**config.mk**
```make
export PLATFORM = sky130hd
export DESIGN_NAME = controlador_rolagem
export DESIGN_NICKNAME = d
export VERILOG_FILES = /design/src/rtl/controlador_rolagem.sv
export SDC_FILE = /design/constraint.sdc
export NUM_CORES = 1
export LEC_CHECK = 0
export CAP_MARGIN = 20
export CORE_MARGIN = 2
export CORE_UTILIZATION = 35
export CTS_CLUSTER_DIAMETER = 100
export DETAILED_ROUTE_END_ITERATION = 10
export GPL_TIMING_DRIVEN = 0
export PLACE_DENSITY_LB_ADDON = 0.12
export SYNTH_ARGS = -nofsm -noshare
export SYNTH_HDL_FRONTEND = slang
export SYNTH_SLANG_ARGS = --single-unit
```
**constraint.sdc**
```tcl
create_clock -name clk -period 4.51 [get_ports clk]
set_input_delay 0.902 -clock clk [delete_from_list [all_inputs] [get_ports clk]]
set_output_delay 0.902 -clock clk [all_outputs]
set_load 0.005 [all_outputs]
```
**src/rtl/controlador_rolagem.sv**
```systemverilog
// -----------------------------------------------------------------------------
// controlador_rolagem
//
// Sequencer for the panel's shift-register row. It drives the 2-bit mode
// select {ch1,ch0} of the per-flip-flop multiplexers and the shift-enable
// strobe. The row cycles through load/hold (00), right-to-left scroll (01)
// and left-to-right scroll (10). Timing comes from an internal prescaler and
// a column (step) counter.
//
// Parameters:
//   PRESCALE    clock cycles per scroll step (>= 1)
//   COLS        scroll steps per pass (>= 1)
//   PAUSE_STEPS step-ticks held static between passes (>= 0)
//   CNT_W       width of the prescaler, step and pause counters
//
// Ports:
//   clk        system clock, rising edge
//   rst_n      asynchronous reset, active-low
//   start      level; begins operation from IDLE (ignored while busy)
//   stop       level; aborts to IDLE from any busy state (highest priority)
//   dir        0 = right-to-left (ch=01), 1 = left-to-right (ch=10)
//   ch0, ch1   mode select to the multiplexers (11 is never driven)
//   shift_en   one-cycle strobe; the row samples its mux outputs when high
//   busy       high in every state except IDLE
//   pass_done  one-cycle pulse on the last step of a pass
//   step       steps completed in the current pass
//
// Build option:
//   PING_PONG_EN  when defined, dir is latched only in LOAD and the latched
//                 direction toggles at every pass end (bouncing message).
//
// All outputs come straight from flops. The combinational block computes
// the values for the next cycle, including whether that cycle is a scroll
// tick, so shift_en, step and pass_done change together on the same edge.
// -----------------------------------------------------------------------------
module controlador_rolagem #(
  parameter int PRESCALE    = 4,
  parameter int COLS        = 8,
  parameter int PAUSE_STEPS = 2,
  parameter int CNT_W       = 8
) (
  input  logic             clk,
  input  logic             rst_n,
  input  logic             start,
  input  logic             stop,
  input  logic             dir,
  output logic             ch0,
  output logic             ch1,
  output logic             shift_en,
  output logic             busy,
  output logic             pass_done,
  output logic [CNT_W-1:0] step
);

  // Reject parameter sets whose counters would not fit in CNT_W bits.
  if ((PRESCALE < 1) || (COLS < 1) || (PAUSE_STEPS < 0) ||
      ((PRESCALE - 1) > ((2 ** CNT_W) - 1)) ||
      (COLS > ((2 ** CNT_W) - 1)) ||
      (PAUSE_STEPS > ((2 ** CNT_W) - 1))) begin : g_param_check
    $error("controlador_rolagem: illegal PRESCALE/COLS/PAUSE_STEPS for CNT_W");
  end

  typedef enum logic [1:0] {
    IDLE   = 2'd0,
    LOAD   = 2'd1,
    SCROLL = 2'd2,
    PAUSE  = 2'd3
  } state_t;

  localparam logic [CNT_W-1:0] ZERO       = {CNT_W{1'b0}};
  localparam logic [CNT_W-1:0] ONE        = CNT_W'(1);
  localparam logic [CNT_W-1:0] PRE_LAST   = CNT_W'(PRESCALE - 1);
  localparam logic [CNT_W-1:0] COLS_C     = CNT_W'(COLS);
  // With PAUSE_STEPS = 0 the PAUSE state is never entered; the value is unused.
  localparam logic [CNT_W-1:0] PAUSE_LAST = CNT_W'((PAUSE_STEPS > 0) ? (PAUSE_STEPS - 1) : 0);

  state_t           state_r, state_s;
  logic [CNT_W-1:0] presc_r, presc_s;
  logic [CNT_W-1:0] step_r, step_s, step_base_s;
  logic [CNT_W-1:0] pcnt_r, pcnt_s;
  logic             dir_r, dir_s;
  logic [1:0]       ch_r, ch_s;
  logic             shift_en_r, shift_en_s;
  logic             busy_r, busy_s;
  logic             pass_done_r, pass_done_s;
  logic             cur_wrap_s;
  logic             relatch_s;
  logic             stop_hit_s;
  logic             tick_s;

  assign ch0       = ch_r[0];
  assign ch1       = ch_r[1];
  assign shift_en  = shift_en_r;
  assign busy      = busy_r;
  assign pass_done = pass_done_r;
  assign step      = step_r;

  // Next-state, next-counter and next-output computation.
  always_comb begin
    state_s     = state_r;
    presc_s     = presc_r;
    step_base_s = step_r;
    pcnt_s      = pcnt_r;
    dir_s       = dir_r;
    relatch_s   = 1'b0;
    cur_wrap_s  = (presc_r == PRE_LAST);
    stop_hit_s  = stop && (state_r != IDLE);

    case (state_r)
      IDLE: begin
        presc_s     = ZERO;
        step_base_s = ZERO;
        pcnt_s      = ZERO;
        if (start && !stop) begin
          state_s = LOAD;
        end else begin
          state_s = IDLE;
        end
      end
      LOAD: begin
        state_s     = SCROLL;
        presc_s     = ZERO;
        step_base_s = ZERO;
        pcnt_s      = ZERO;
        dir_s       = dir;
      end
      SCROLL: begin
        if (cur_wrap_s) begin
          presc_s = ZERO;
          // The current cycle is the tick that completed the pass.
          if (step_r == COLS_C) begin
            if (PAUSE_STEPS > 0) begin
              state_s = PAUSE;
              pcnt_s  = ZERO;
            end else begin
              state_s     = SCROLL;
              step_base_s = ZERO;
              relatch_s   = 1'b1;
            end
          end else begin
            state_s = SCROLL;
          end
        end else begin
          presc_s = presc_r + ONE;
        end
      end
      PAUSE: begin
        if (cur_wrap_s) begin
          presc_s = ZERO;
          if (pcnt_r == PAUSE_LAST) begin
            state_s     = SCROLL;
            step_base_s = ZERO;
            pcnt_s      = ZERO;
            relatch_s   = 1'b1;
          end else begin
            pcnt_s = pcnt_r + ONE;
          end
        end else begin
          presc_s = presc_r + ONE;
        end
      end
      default: begin
        state_s     = IDLE;
        presc_s     = ZERO;
        step_base_s = ZERO;
        pcnt_s      = ZERO;
        dir_s       = 1'b0;
      end
    endcase

    // stop wins over everything, including a tick due on this edge.
    if (stop_hit_s) begin
      state_s     = IDLE;
      presc_s     = ZERO;
      step_base_s = ZERO;
      pcnt_s      = ZERO;
      dir_s       = 1'b0;
    end else if (relatch_s) begin
`ifdef PING_PONG_EN
      dir_s = ~dir_r;
`else
      dir_s = dir;
`endif
    end else begin
      dir_s = dir_s;
    end

    // Next cycle is a tick when it is a SCROLL cycle on the prescaler wrap.
    tick_s = (state_s == SCROLL) && (presc_s == PRE_LAST);
    if (tick_s) begin
      step_s = step_base_s + ONE;
    end else begin
      step_s = step_base_s;
    end

    if (state_s == SCROLL) begin
      ch_s = dir_s ? 2'b10 : 2'b01;
    end else begin
      ch_s = 2'b00;
    end

    shift_en_s  = (state_s == LOAD) || tick_s;
    busy_s      = (state_s != IDLE);
    pass_done_s = tick_s && (step_s == COLS_C);
  end

  // State, counters, latched direction and registered outputs.
  always_ff @(posedge clk or negedge rst_n) begin
    if (!rst_n) begin
      state_r     <= IDLE;
      presc_r     <= ZERO;
      step_r      <= ZERO;
      pcnt_r      <= ZERO;
      dir_r       <= 1'b0;
      ch_r        <= 2'b00;
      shift_en_r  <= 1'b0;
      busy_r      <= 1'b0;
      pass_done_r <= 1'b0;
    end else begin
      state_r     <= state_s;
      presc_r     <= presc_s;
      step_r      <= step_s;
      pcnt_r      <= pcnt_s;
      dir_r       <= dir_s;
      ch_r        <= ch_s;
      shift_en_r  <= shift_en_s;
      busy_r      <= busy_s;
      pass_done_r <= pass_done_s;
    end
  end

endmodule

```
==> flow_metrics.env <==
export IMPL_synth_async_reset_ratio=1.00
export IMPL_finalMaxSlewViolations=0
export IMPL_initial_core_util=0.363
export IMPL_status="completed"
export IMPL_grt_start_max_net_pins=33
export IMPL_clk_transition_reported_paths_ps=70
export IMPL_via_count=1371
export IMPL_powerDensity_nw_per_um2=278
export IMPL_routedWlPerCell_microns=13.9
export IMPL_post_cts_repair_setup_buffers=0
export IMPL_crit_fanout=9
export IMPL_timing_final_crit_share=0.737
export IMPL_hold_class="flop to flop"
export IMPL_ys_types=40
export IMPL_syn_to_final_growth_pct=19.0
export IMPL_worstMarginPinSlew_ps=724
export IMPL_cts_sinks=32
export IMPL_hold_ws_ps=509
export IMPL_drc_errors=0
export IMPL_cp_end_kind="flop"
export IMPL_fmax_mhz=301
export IMPL_cts_tree="built"
export IMPL_fillers=462
export IMPL_rows=25
export IMPL_cts_max_level=2
export IMPL_synth_edf_count=0
export IMPL_clk_root_buffer_cell="clkbuf_8"
export IMPL_yosysTopAreaCell="dfrtp_1"
export IMPL_grt_setup_unrepaired="false"
export IMPL_dp_slack_ps=874
export IMPL_multi_input_area_sq_um=873
export IMPL_ant_nets=0
export IMPL_finalHoldViolCount=0
export IMPL_place_area_sq_um=1960
export IMPL_start_kind="input pin"
export IMPL_gr_total_overflow=0
export IMPL_drtPass1Iterations=4
export IMPL_post_cts_resized=0
export IMPL_avgSynthCellArea_sq_um=9.64
export IMPL_clockBufferDepth=2
export IMPL_post_route_cell_area_sq_um=2040
export IMPL_synth_top_cell_area_share=0.467
export IMPL_fin_skew_ps=4.22
export IMPL_place_hpwl_mm=2.67
export IMPL_grt_pass1_wl_mm=6.64
export IMPL_synth_area_top_cells="dfrtp_1 (47%), o21ai_0 (4.4%), nor2_1 (3.9%), nand3_1 (3.5%), xor2_1 (3.1%)"
export IMPL_layout_setup_ws_ps=1190
export IMPL_period_needed_ps=3320
export IMPL_num_antenna_cells=0
export IMPL_antenna_found_initial=0
export IMPL_yosysMostFrequentCell="dfrtp_1"
export IMPL_yosysSeqAreaShare=0.467
export IMPL_finalSetupViolations=0
export IMPL_syn_area_sq_um=1720
export IMPL_core_area_sq_um=4720
export IMPL_crit_type="input pin to flop"
export IMPL_dr_first_iter_drc_count=75
export IMPL_syn_nets=187
export IMPL_fin_setup_tns_ps=0
export IMPL_ys_seq_elements=32
export IMPL_wl_mm=3.75
export IMPL_synth_ff_type="dfrtp_1"
export IMPL_drv_cap=0
export IMPL_slew_headroom=0.517
export IMPL_ir_drop_mv=0.132
export IMPL_place_congestion=0.833
export IMPL_critPathRequiredTime_ps=4680
export IMPL_grt_pass1_vias=1464
export IMPL_regArea_sq_um=801
export IMPL_dieArea_sq_um=5480
export IMPL_synthCells=178
export IMPL_synthTopCellsByCount="dfrtp_1 (32), nor2_1 (18), o21ai_0 (15), nand2_1 (12), nand3_1 (12)"
export IMPL_worstPathArrival_ps=3490
export IMPL_clkLatencyLatePin_ps=280
export IMPL_post_cts_hold_buffer_count=0
export IMPL_via_per_inst=5.10
export IMPL_numCtsBuffers=5
export IMPL_ys_warn_count=0
export IMPL_fin_total_pwr_uw=568
export IMPL_die_w_microns=74.0
export IMPL_final_nets=211
export IMPL_power_leakage_nw=0.836
export IMPL_pin_count=18
export IMPL_layout_drive_gt1_share=0.0990
export IMPL_port_buffers=17
export IMPL_grt_use_total=0.161
export IMPL_die_y_microns=74.0
worst max-delay path: stages:
cell	delay, ps
clkdlybuf4s50_1	550
nor2_1	260
o21a_1	360
and2_1	250
ha_1	240
nand4_1	120
a2111oi_2	350
xor2_1	150
a2111oi_2	310
worst paths after layout:
kind	from	to	slack (ps)	cells after the start
max	stop	pass_done$_DFF_PN0_	1190	9
min	pcnt_r[7]$_DFFE_PN0P_	pcnt_r[7]$_DFFE_PN0P_	510	1
max reg2reg	presc_r[0]$_DFF_PN0_	pass_done$_DFF_PN0_	1630	10
min reg2reg	pcnt_r[7]$_DFFE_PN0P_	pcnt_r[7]$_DFFE_PN0P_	510	1
max in group asynchronous	rst_n	state_r[0]$_DFF_PN0_	3370	1
min in group asynchronous	rst_n	step[7]$_DFF_PN0_	680	1
per-stage QoR:
step | utilization | cells
4_1_cts | 0.432 | 269
5_1_grt | 0.432 | 269
3_5_place_dp | 0.416 | 262
3_3_place_gp | 0.417 | 262
2_1_floorplan | - | 178
6_report | 0.432 | 269
metal layers:
| layer | vias up | GRT usage | part of all wire |
|---|---|---|---|
| li1 | 689 | - | - |
| met1 | 652 | 0.188 | 0.44 |
| met2 | 25 | 0.273 | 0.50 |
| met3 | 5 | 0.0420 | 0.034 |
| met4 | 0 | 0.0828 | 0.017 |
| met5 | - | 0 | 0 |
state kept, by name, indices dropped and copies added, names as in the netlist:
register   flops
busy           1
ch_r           2
dir_r          1
pass_done      1
pcnt_r         8
presc_r        8
shift_en       1
state_r        2
step           8
layout make-up:
type / instances / share of cell area
Buffer: 2 / 0.00735
Clock buffer: 6 / 0.0355
Clock inverter: 1 / 0.00245
Inverter: 7 / 0.0129
Multi-Input combinational cell: 137 / 0.428
Sequential cell: 32 / 0.392
Tap cell: 67 / 0.0411
Timing Repair Buffer: 17 / 0.0809
cells in the final DEF (no fill, tap or decap), types with 2 or more instances in the layout:
cell type,synthesis,layout
inv_1,7,7
clkbuf_1,1,2
a21oi_1,3,3
a21boi_1,2,2
nand2b_1,3,3
clkbuf_8,0,5
and2_1,7,7
nor4_1,3,3
nor2b_1,3,3
ha_1,4,4
o31ai_1,3,3
nand4_1,6,6
nor3b_1,2,2
o21ai_0,15,15
nor2_1,18,18
dfrtp_1,32,32
or3_1,7,7
xnor2_1,3,3
nand3_1,12,12
xor2_1,6,6
mux2i_1,2,2
nor3_1,5,5
o21a_1,2,2
nand2_1,12,12
a2111oi_2,3,3
and3_1,2,2
clkdlybuf4s50_1,0,16
logic make-up after synthesis:
logic type | after synthesis | synth area share
mux | 3 | 0.0182
xor+xnor | 9 | 0.0460
fa+ha+maj | 4 | 0.0292
flops | 32 | 0.467
compound gates | 36 | 0.149
buf+inv | 9 | 0.0241
simple gates | 85 | 0.267
where the power goes:
part | leakage (nW) | switching, mW | total (mW) | internal, mW
Sequential | 0.441 | 0.00646 | 0.304 | 0.297
Combinational | 0.354 | 0.0347 | 0.0591 | 0.0244
Clock | 0.0410 | 0.101 | 0.205 | 0.105
Note: power is estimated with default switching activity, not from simulation.
